## src/rtl/alu_scheduler.sv

```systemverilog
// alu_scheduler
//   Shares one combinational ALU between two requesters. A round-robin
//   arbiter grants one requester in IDLE, the operation is latched, and one
//   (ADD/SUB/AND) or two (MUL/DIVMOD) ALU commands are sequenced before a
//   single 30-bit response is offered.
//
// Handshakes: every channel uses valid/ready. A transfer happens on a rising
//   clock edge where both valid and ready are high. A producer keeps valid and
//   its payload stable until that edge. Ready may depend combinationally on
//   valid. The response channel holds rsp_* stable until the transfer.
//
// Ports
//   clk, reset                 clock, asynchronous active-high reset
//   reqN_valid/op/a/b          request from requester N (N = 0, 1)
//   reqN_ready                 accept strobe; at most one is high per cycle
//   rsp_valid/ready/id/data/err  response channel
//   busy                       high whenever the scheduler is not IDLE
//   alu_A, alu_B, alu_command  registered operands/command to the ALU
//   alu_res                    combinational ALU result
module alu_scheduler (
  input  logic        clk,
  input  logic        reset,
  input  logic        req0_valid,
  input  logic [2:0]  req0_op,
  input  logic [15:0] req0_a,
  input  logic [15:0] req0_b,
  output logic        req0_ready,
  input  logic        req1_valid,
  input  logic [2:0]  req1_op,
  input  logic [15:0] req1_a,
  input  logic [15:0] req1_b,
  output logic        req1_ready,
  output logic        rsp_valid,
  input  logic        rsp_ready,
  output logic        rsp_id,
  output logic [29:0] rsp_data,
  output logic        rsp_err,
  output logic        busy,
  output logic [15:0] alu_A,
  output logic [15:0] alu_B,
  output logic [2:0]  alu_command,
  input  logic [14:0] alu_res
);

  typedef enum logic [1:0] {IDLE, EXEC1, EXEC2, RESP} state_t;

  localparam logic [2:0] OP_MUL    = 3'd3;
  localparam logic [2:0] OP_DIVMOD = 3'd4;

  localparam logic [2:0] CMD_MUL_HI = 3'd4;
  localparam logic [2:0] CMD_REM    = 3'd5;
  localparam logic [2:0] CMD_QUOT   = 3'd6;

  state_t      state, state_nxt;
  logic        last_grant;
  logic [2:0]  op_q;
  logic [14:0] first_q;   // first-phase result (MUL low half or quotient)

  logic        accept;
  logic        grant1;
  logic [2:0]  sel_op;
  logic [15:0] sel_a, sel_b;
  logic        sel_err;
  logic [2:0]  first_cmd;
  logic        two_phase;

  // Grant: a lone requester wins; on a tie the one not granted last time wins.
  always_comb begin
    grant1     = req1_valid && (!req0_valid || !last_grant);
    accept     = (state == IDLE) && (req0_valid || req1_valid);
    req0_ready = accept && !grant1;
    req1_ready = accept && grant1;
    sel_op     = grant1 ? req1_op : req0_op;
    sel_a      = grant1 ? req1_a  : req0_a;
    sel_b      = grant1 ? req1_b  : req0_b;
    // Divisor zero means b[15:1] all clear; the ALU never sees such a divide.
    sel_err    = (sel_op > OP_DIVMOD) ||
                 ((sel_op == OP_DIVMOD) && (sel_b[15:1] == 15'd0));
    first_cmd  = (sel_op == OP_DIVMOD) ? CMD_QUOT : sel_op;
    two_phase  = (op_q == OP_MUL) || (op_q == OP_DIVMOD);
  end

  always_comb begin
    state_nxt = state;
    case (state)
      IDLE:    if (accept) state_nxt = sel_err ? RESP : EXEC1;
      EXEC1:   state_nxt = two_phase ? EXEC2 : RESP;
      EXEC2:   state_nxt = RESP;
      RESP:    if (rsp_ready) state_nxt = IDLE;
      default: state_nxt = IDLE;
    endcase
  end

  always_ff @(posedge clk or posedge reset) begin
    if (reset) state <= IDLE;
    else       state <= state_nxt;
  end

  always_ff @(posedge clk or posedge reset) begin
    if (reset) begin
      last_grant  <= 1'b1;
      op_q        <= 3'd0;
      first_q     <= 15'd0;
      alu_A       <= 16'd0;
      alu_B       <= 16'd0;
      alu_command <= 3'd0;
      rsp_id      <= 1'b0;
      rsp_data    <= 30'd0;
      rsp_err     <= 1'b0;
    end else begin
      // Command is registered so it is valid for the whole EXEC cycle and
      // returns to 0 everywhere else.
      alu_command <= 3'd0;
      if (state == IDLE && state_nxt == EXEC1)
        alu_command <= first_cmd;
      else if (state == EXEC1 && state_nxt == EXEC2)
        alu_command <= (op_q == OP_MUL) ? CMD_MUL_HI : CMD_REM;

      case (state)
        IDLE: begin
          if (accept) begin
            op_q       <= sel_op;
            alu_A      <= sel_a;
            alu_B      <= sel_b;
            rsp_id     <= grant1;
            last_grant <= grant1;
            rsp_err    <= sel_err;
            rsp_data   <= 30'd0;
          end
        end
        EXEC1: begin
          first_q <= alu_res;
          if (!two_phase) rsp_data <= {15'd0, alu_res};
        end
        EXEC2: begin
          // MUL packs {high, low}; DIVMOD packs {quotient, remainder}.
          if (op_q == OP_MUL) rsp_data <= {alu_res, first_q};
          else                rsp_data <= {first_q, alu_res};
        end
        default: ;
      endcase
    end
  end

  assign rsp_valid = (state == RESP);
  assign busy      = (state != IDLE);

endmodule

```

## config.mk

```make
export PLATFORM = sky130hd
export DESIGN_NAME = alu_scheduler
export DESIGN_NICKNAME = d
export VERILOG_FILES = /design/src/rtl/alu_scheduler.sv
export SDC_FILE = /design/constraint.sdc
export NUM_CORES = 1
export LEC_CHECK = 0
export ABC_AREA = 1
export BUFFER_PORTS_ARGS = -buffer_cell sky130_fd_sc_hd__buf_2
export CAP_MARGIN = 40
export CORE_MARGIN = 2
export CORE_UTILIZATION = 30
export CTS_BUF_LIST = sky130_fd_sc_hd__clkbuf_4 sky130_fd_sc_hd__clkbuf_8
export CTS_CLUSTER_DIAMETER = 150
export DETAILED_ROUTE_END_ITERATION = 10
export PLACE_DENSITY = 0.6
export SLEW_MARGIN = 20
export SYNTH_ARGS = -nofsm -noshare
export SYNTH_HDL_FRONTEND = slang
export SYNTH_SLANG_ARGS = --single-unit
```

## constraint.sdc

```tcl
create_clock -name clk -period 5.4 [get_ports clk]
set_input_delay 0.54 -clock clk [delete_from_list [all_inputs] [get_ports clk]]
set_output_delay 0.54 -clock clk [all_outputs]
set_load 0.05 [all_outputs]
```

Word-level counts from Yosys, hierarchy flattened
Index checks and enable logic that the tools add are counted.

Div/mod/pow operators: 0. Bitwise gates (word level): 0. Reductions and logical operators: 20. Multiply operators: 0. Muxes and demuxes: 16. Add/sub/neg operators: 0. Shift operators: 0. $lt $le $gt $ge: 1. Equality and inequality tests: 10.

Operators with widths (count): 2-to-1 mux 30 bit (3); one-hot mux 30 bit (3 select lines) (1); 2-to-1 mux 16 bit (2); logical NOT 15 bit (1); 2-to-1 mux 3 bit (4); one-hot mux 2 bit (4 select lines) (1); logical AND 1 bit (7); == test 2 bit, second input constant (3); == test 3 bit, second input constant (2); 2-to-1 mux 2 bit (3); == test 2 x 1 -> 1 bit, second input constant (2); logical OR 1 bit (4); != test 2 bit, second input constant (2); == test 3 x 2 -> 1 bit, second input constant (1); greater-than comparator 3 bit, second input constant (1); logical NOT 1 bit (3); AND reduction 3 bit (1); nonzero test 3 bit (1); logical NOT 2 bit (1); 2-to-1 mux 1 bit (2); AND reduction 2 bit (1); nonzero test 2 bit (1).

Bits in latches: 0. Bits in registers: 88. RAM bits: 0. Output and inout port bits: 71. Memory bits (read-only): 0. Word-level logic and storage cells: 57. Memories: 0.

Logic depth before layout (Yosys ltp)
Depth after elaboration: 14. Gate-level depth with buffers: 15.

Worst setup path after synthesis
Ideal clock, no wire load.

Kind: reg-to-output. Start point: register state[0]. End point: output port req0_ready. Data required time: 4.860 ns. Cell stages (with the launch flop): 8. Path buffers: 1. Data arrival time: 1.905 ns. Setup slack: 2.955 ns. Cell sequence: dfrtp_1 inv_1 ha_1 inv_1 nor2_1 inv_2 nor2_2 buf_2.

Cells in the longest elaborated chain, start to end: 3.

Ends and longest elaborated chain: start, declared (RTL line 54) `state_t state, state_nxt;`; start signal, assigned (RTL line 96) `else state <= state_nxt;`; logical NOT 2 bit (RTL line 70) `accept = (state == IDLE) && (req0_valid || req1_valid);`; logical AND 1 bit (RTL line 70); logical AND 1 bit (RTL line 71) `req0_ready = accept && !grant1;`; end, declared (RTL line 27) `output logic req0_ready,`.

No other way between the ends.

Worst setup path after layout
Same ends and word-level chain as after synthesis.

==> flow_summary.ini <==
[cells_and_area]
fillers = 1482
syn_to_final_growth_pct = 25.62
fin_nets = 787
final_common_cell = buf_2
final_cell_mix = buf_2, nand2_1, dfrtp_1
drive_above_1_share_pct = 27.12
final_area_um2 = 5435
antenna_cells = 0

[run_status]
run_status = complete, no violations

[synthesis]
syn_inst = 549
synth_nets = 644
ys_seq_area_share_pct = 50.93
yosys.area_share.simple_pct = 21.86
synth.area.top_cells = dfrtp_1, nand2_1, o21ai_0
synth_xor_area_share_pct = 0
synthMuxAreaShare_pct = 0
synth_flop_cell = dfrtp_1
synth-async-reset-ratio_pct = 100.0
synth_top_family_by_area = simple AND/OR/NAND/NOR gates
yosysTopAreaCell = dfrtp_1
synth-edff-count = 0
synth-adder-area-share_pct = 1.446
syn_area_um2 = 4327
yosys.area.top_type_share_pct = 50.32
yosys_warnings = 0
syn_avg_cell_area_um2 = 7.881
ys_types = 30
ys_ff_latch = 88
synth_compound_area_share_pct = 16.89

[drt]
drt_iter0_markers = 298
wl_met2_um = 4872
routed_wl_um = 11730
top_layer_used = met4
wl_met3_um = 832
drc_errors = 0
dr.pass1.iters = 5
routedWlPerCell_um = 13.38
met1_length_um = 5824
vias = 4125
drtAntennaViolNets = 0
vias_per_cell = 4.704

[power_and_ir_drop]
seq_power_share_pct = 30.7
leakagePower_nw = 2.799
p_sw_w = 0.001946
combPwrFrac_pct = 57.2
p_per_area_nw_per_um2 = 655.0
total_power_w = 0.003560
p_int_w = 0.001614
p_sw_share_pct = 54.67
ir_drop_v = 0.0002878
clockPowerShare_pct = 12.1

[clocking]
cts_max_level = 3
clk_latency_ns = 0.38
postCtsResizedCells = 0
cts_buffers = 9
cts_sinks = 88
postCtsSetupRepairBufs = 0
root_buffer = clkbuf_8
cts.clk_slew.worst_paths_ns = 0.10
cts_tree = done
clk_path_buf_depth = 2
cts_hold_buffers = 0

[worst_setup_path]
slowest_stage = nor2_2
arrival_ns = 3.05
crit_required_ns = 4.86
r2r_end = rsp_data[18]
path_delay_family = buffers and inverters
reg2reg_depth = 8
rrSetupSlack_ns = 2.59
path_cells = inv_1, ha_1, inv_1, nor2_2, buf_4, inv_2, nor2_2, buf_2
cp-start-kind = flop
worstSetupPathType = reg2out
end_kind = output pin
crit_buf_inv = 5
reg2reg_from = state[1]
path_max_fanout = 30
crit_path_max_incr_delay_ns = 0.62

[sta]
slew_violations = 0
hold_violations = 0
maxSlewHeadroom_pct = 49.05
period_needed_ns = 3.591
rsz0062_at_grt = no
tightest_slew_ns = 0.7635
clock.fmax_mhz = 278.5
clock-skew-final_ns = 0.01459
setup_tns_ns = 0
setup_viol = 0
finalCritPeriodShare_pct = 66.50

[floorplan]
die_x_um = 124.1
initial_utilization_pct = 30.93
core_area_um2 = 13990
die_area_um2 = 15400
chipHeight_um = 124.1
ios = 161
std_cell_rows = 43

[grt]
grt_max_degree = 61
track_usage_pct = 16.08
grt-ovfl-total = 0
grt_pass1_wl_um = 19370
antenna_found_initial = 0
grt_pass1_vias = 3855

[flow_run]
drv_cap = 0

[placement]
place_area_um2 = 5255
dp.final_hpwl_um = 8343
gp_congestion = 0.8194
io_buffers = 160

[worst_hold_path]
hold_class = in2async
## sequential cells by signal, indices dropped and copies added, names as in the netlist
| signal | flops |
|---|---|
| rsp_data | 30 |
| alu_A | 16 |
| alu_B | 16 |
| first_q | 15 |
| alu_command | 3 |
| op_q | 3 |
| state | 2 |
| last_grant | 1 |
| rsp_err | 1 |
| rsp_id | 1 |
## how the worst max path moves through the flow
| stage | cells past startpoint | slack, ns | startpoint | end |
|---|---|---|---|---|
| floorplan | 1 | 2.58 | reset | alu_A[0] |
| global placement | 6 | 2.16 | req0_valid | req0_ready |
| detailed placement | 6 | 2.10 | req0_valid | req0_ready |
| CTS | 8 | 1.73 | state[0] | req0_ready |
| global route | 8 | 1.54 | state[1] | req0_ready |
| finish | 8 | 1.81 | state[0] | req0_ready |
## final cells by class
| cell class | count | area [um^2] | share of cell area, % |
|---|---|---|---|
| Inverter | 65 | 246.5 | 4.535 |
| Clock inverter | 6 | 42.54 | 0.7827 |
| Tap cell | 180 | 225.2 | 4.144 |
| Clock buffer | 10 | 137.6 | 2.532 |
| Timing Repair Buffer | 164 | 830.8 | 15.29 |
| Sequential cell | 88 | 2203 | 40.54 |
| Multi-Input combinational cell | 364 | 1749 | 32.18 |
## cells by family (layout without fill, tap and decap cells)
group	Yosys count	count (layout)
fa+ha+maj	5	5
buf+inv	97	245
flops	88	88
simple gates	229	229
compound gates	130	130
## per-stage QoR
stage	worst slack [ns]	cells	utilization, %	hold WS, ns
6_report	1.809	877	38.86	0.2077
5_1_grt	1.538	877	38.86	0.2617
4_1_cts	1.729	877	38.86	0.2162
3_5_place_dp	2.100	861	37.57	0.4560
3_3_place_gp	2.161	861	37.57	0.4516
2_1_floorplan	2.583	549	-	0.4440
## worst register-to-register path, stage by stage (launching register included)
cell	delay (ns)
dfrtp_1	0.45
inv_1	0.10
ha_1	0.60
inv_1	0.51
a21oi_1	0.36
a211oi_4	0.05
buf_4	0.30
o211ai_1	0.17
o21ai_0	0.12
## synthesized netlist by cell type, types with 2 or more instances
cell	instances
buf_1	3
nor2_1	41
nand3_1	50
a21oi_1	17
o211ai_1	13
nand4_1	2
clkbuf_1	17
dfrtp_1	87
nand2_1	129
ha_1	5
o2111ai_1	2
buf_2	9
a21boi_0	2
inv_1	63
buf_4	2
o22ai_1	7
nand3b_1	2
a31oi_1	13
o21ai_0	73
nor2_2	2
## power by group through the flow
stage	clock network, W	logic, W	registers [W]
3_3_place_gp	0	0.00205	0.00111
4_1_cts	0.000451	0.00206	0.00110
2_1_floorplan	0	0.000864	0.00179
5_1_grt	0.000473	0.00224	0.00114
6_report	0.000431	0.00204	0.00109
3_5_place_dp	0	0.00206	0.00110
## layer usage
layer  up-vias  global-route usage, %
li1       2082                      -
met1      1873                  22.94
met2       153                  23.80
met3        17                  3.388
met4         0                  6.180
met5         -                      0
Note: power is estimated with default switching activity, not from simulation.
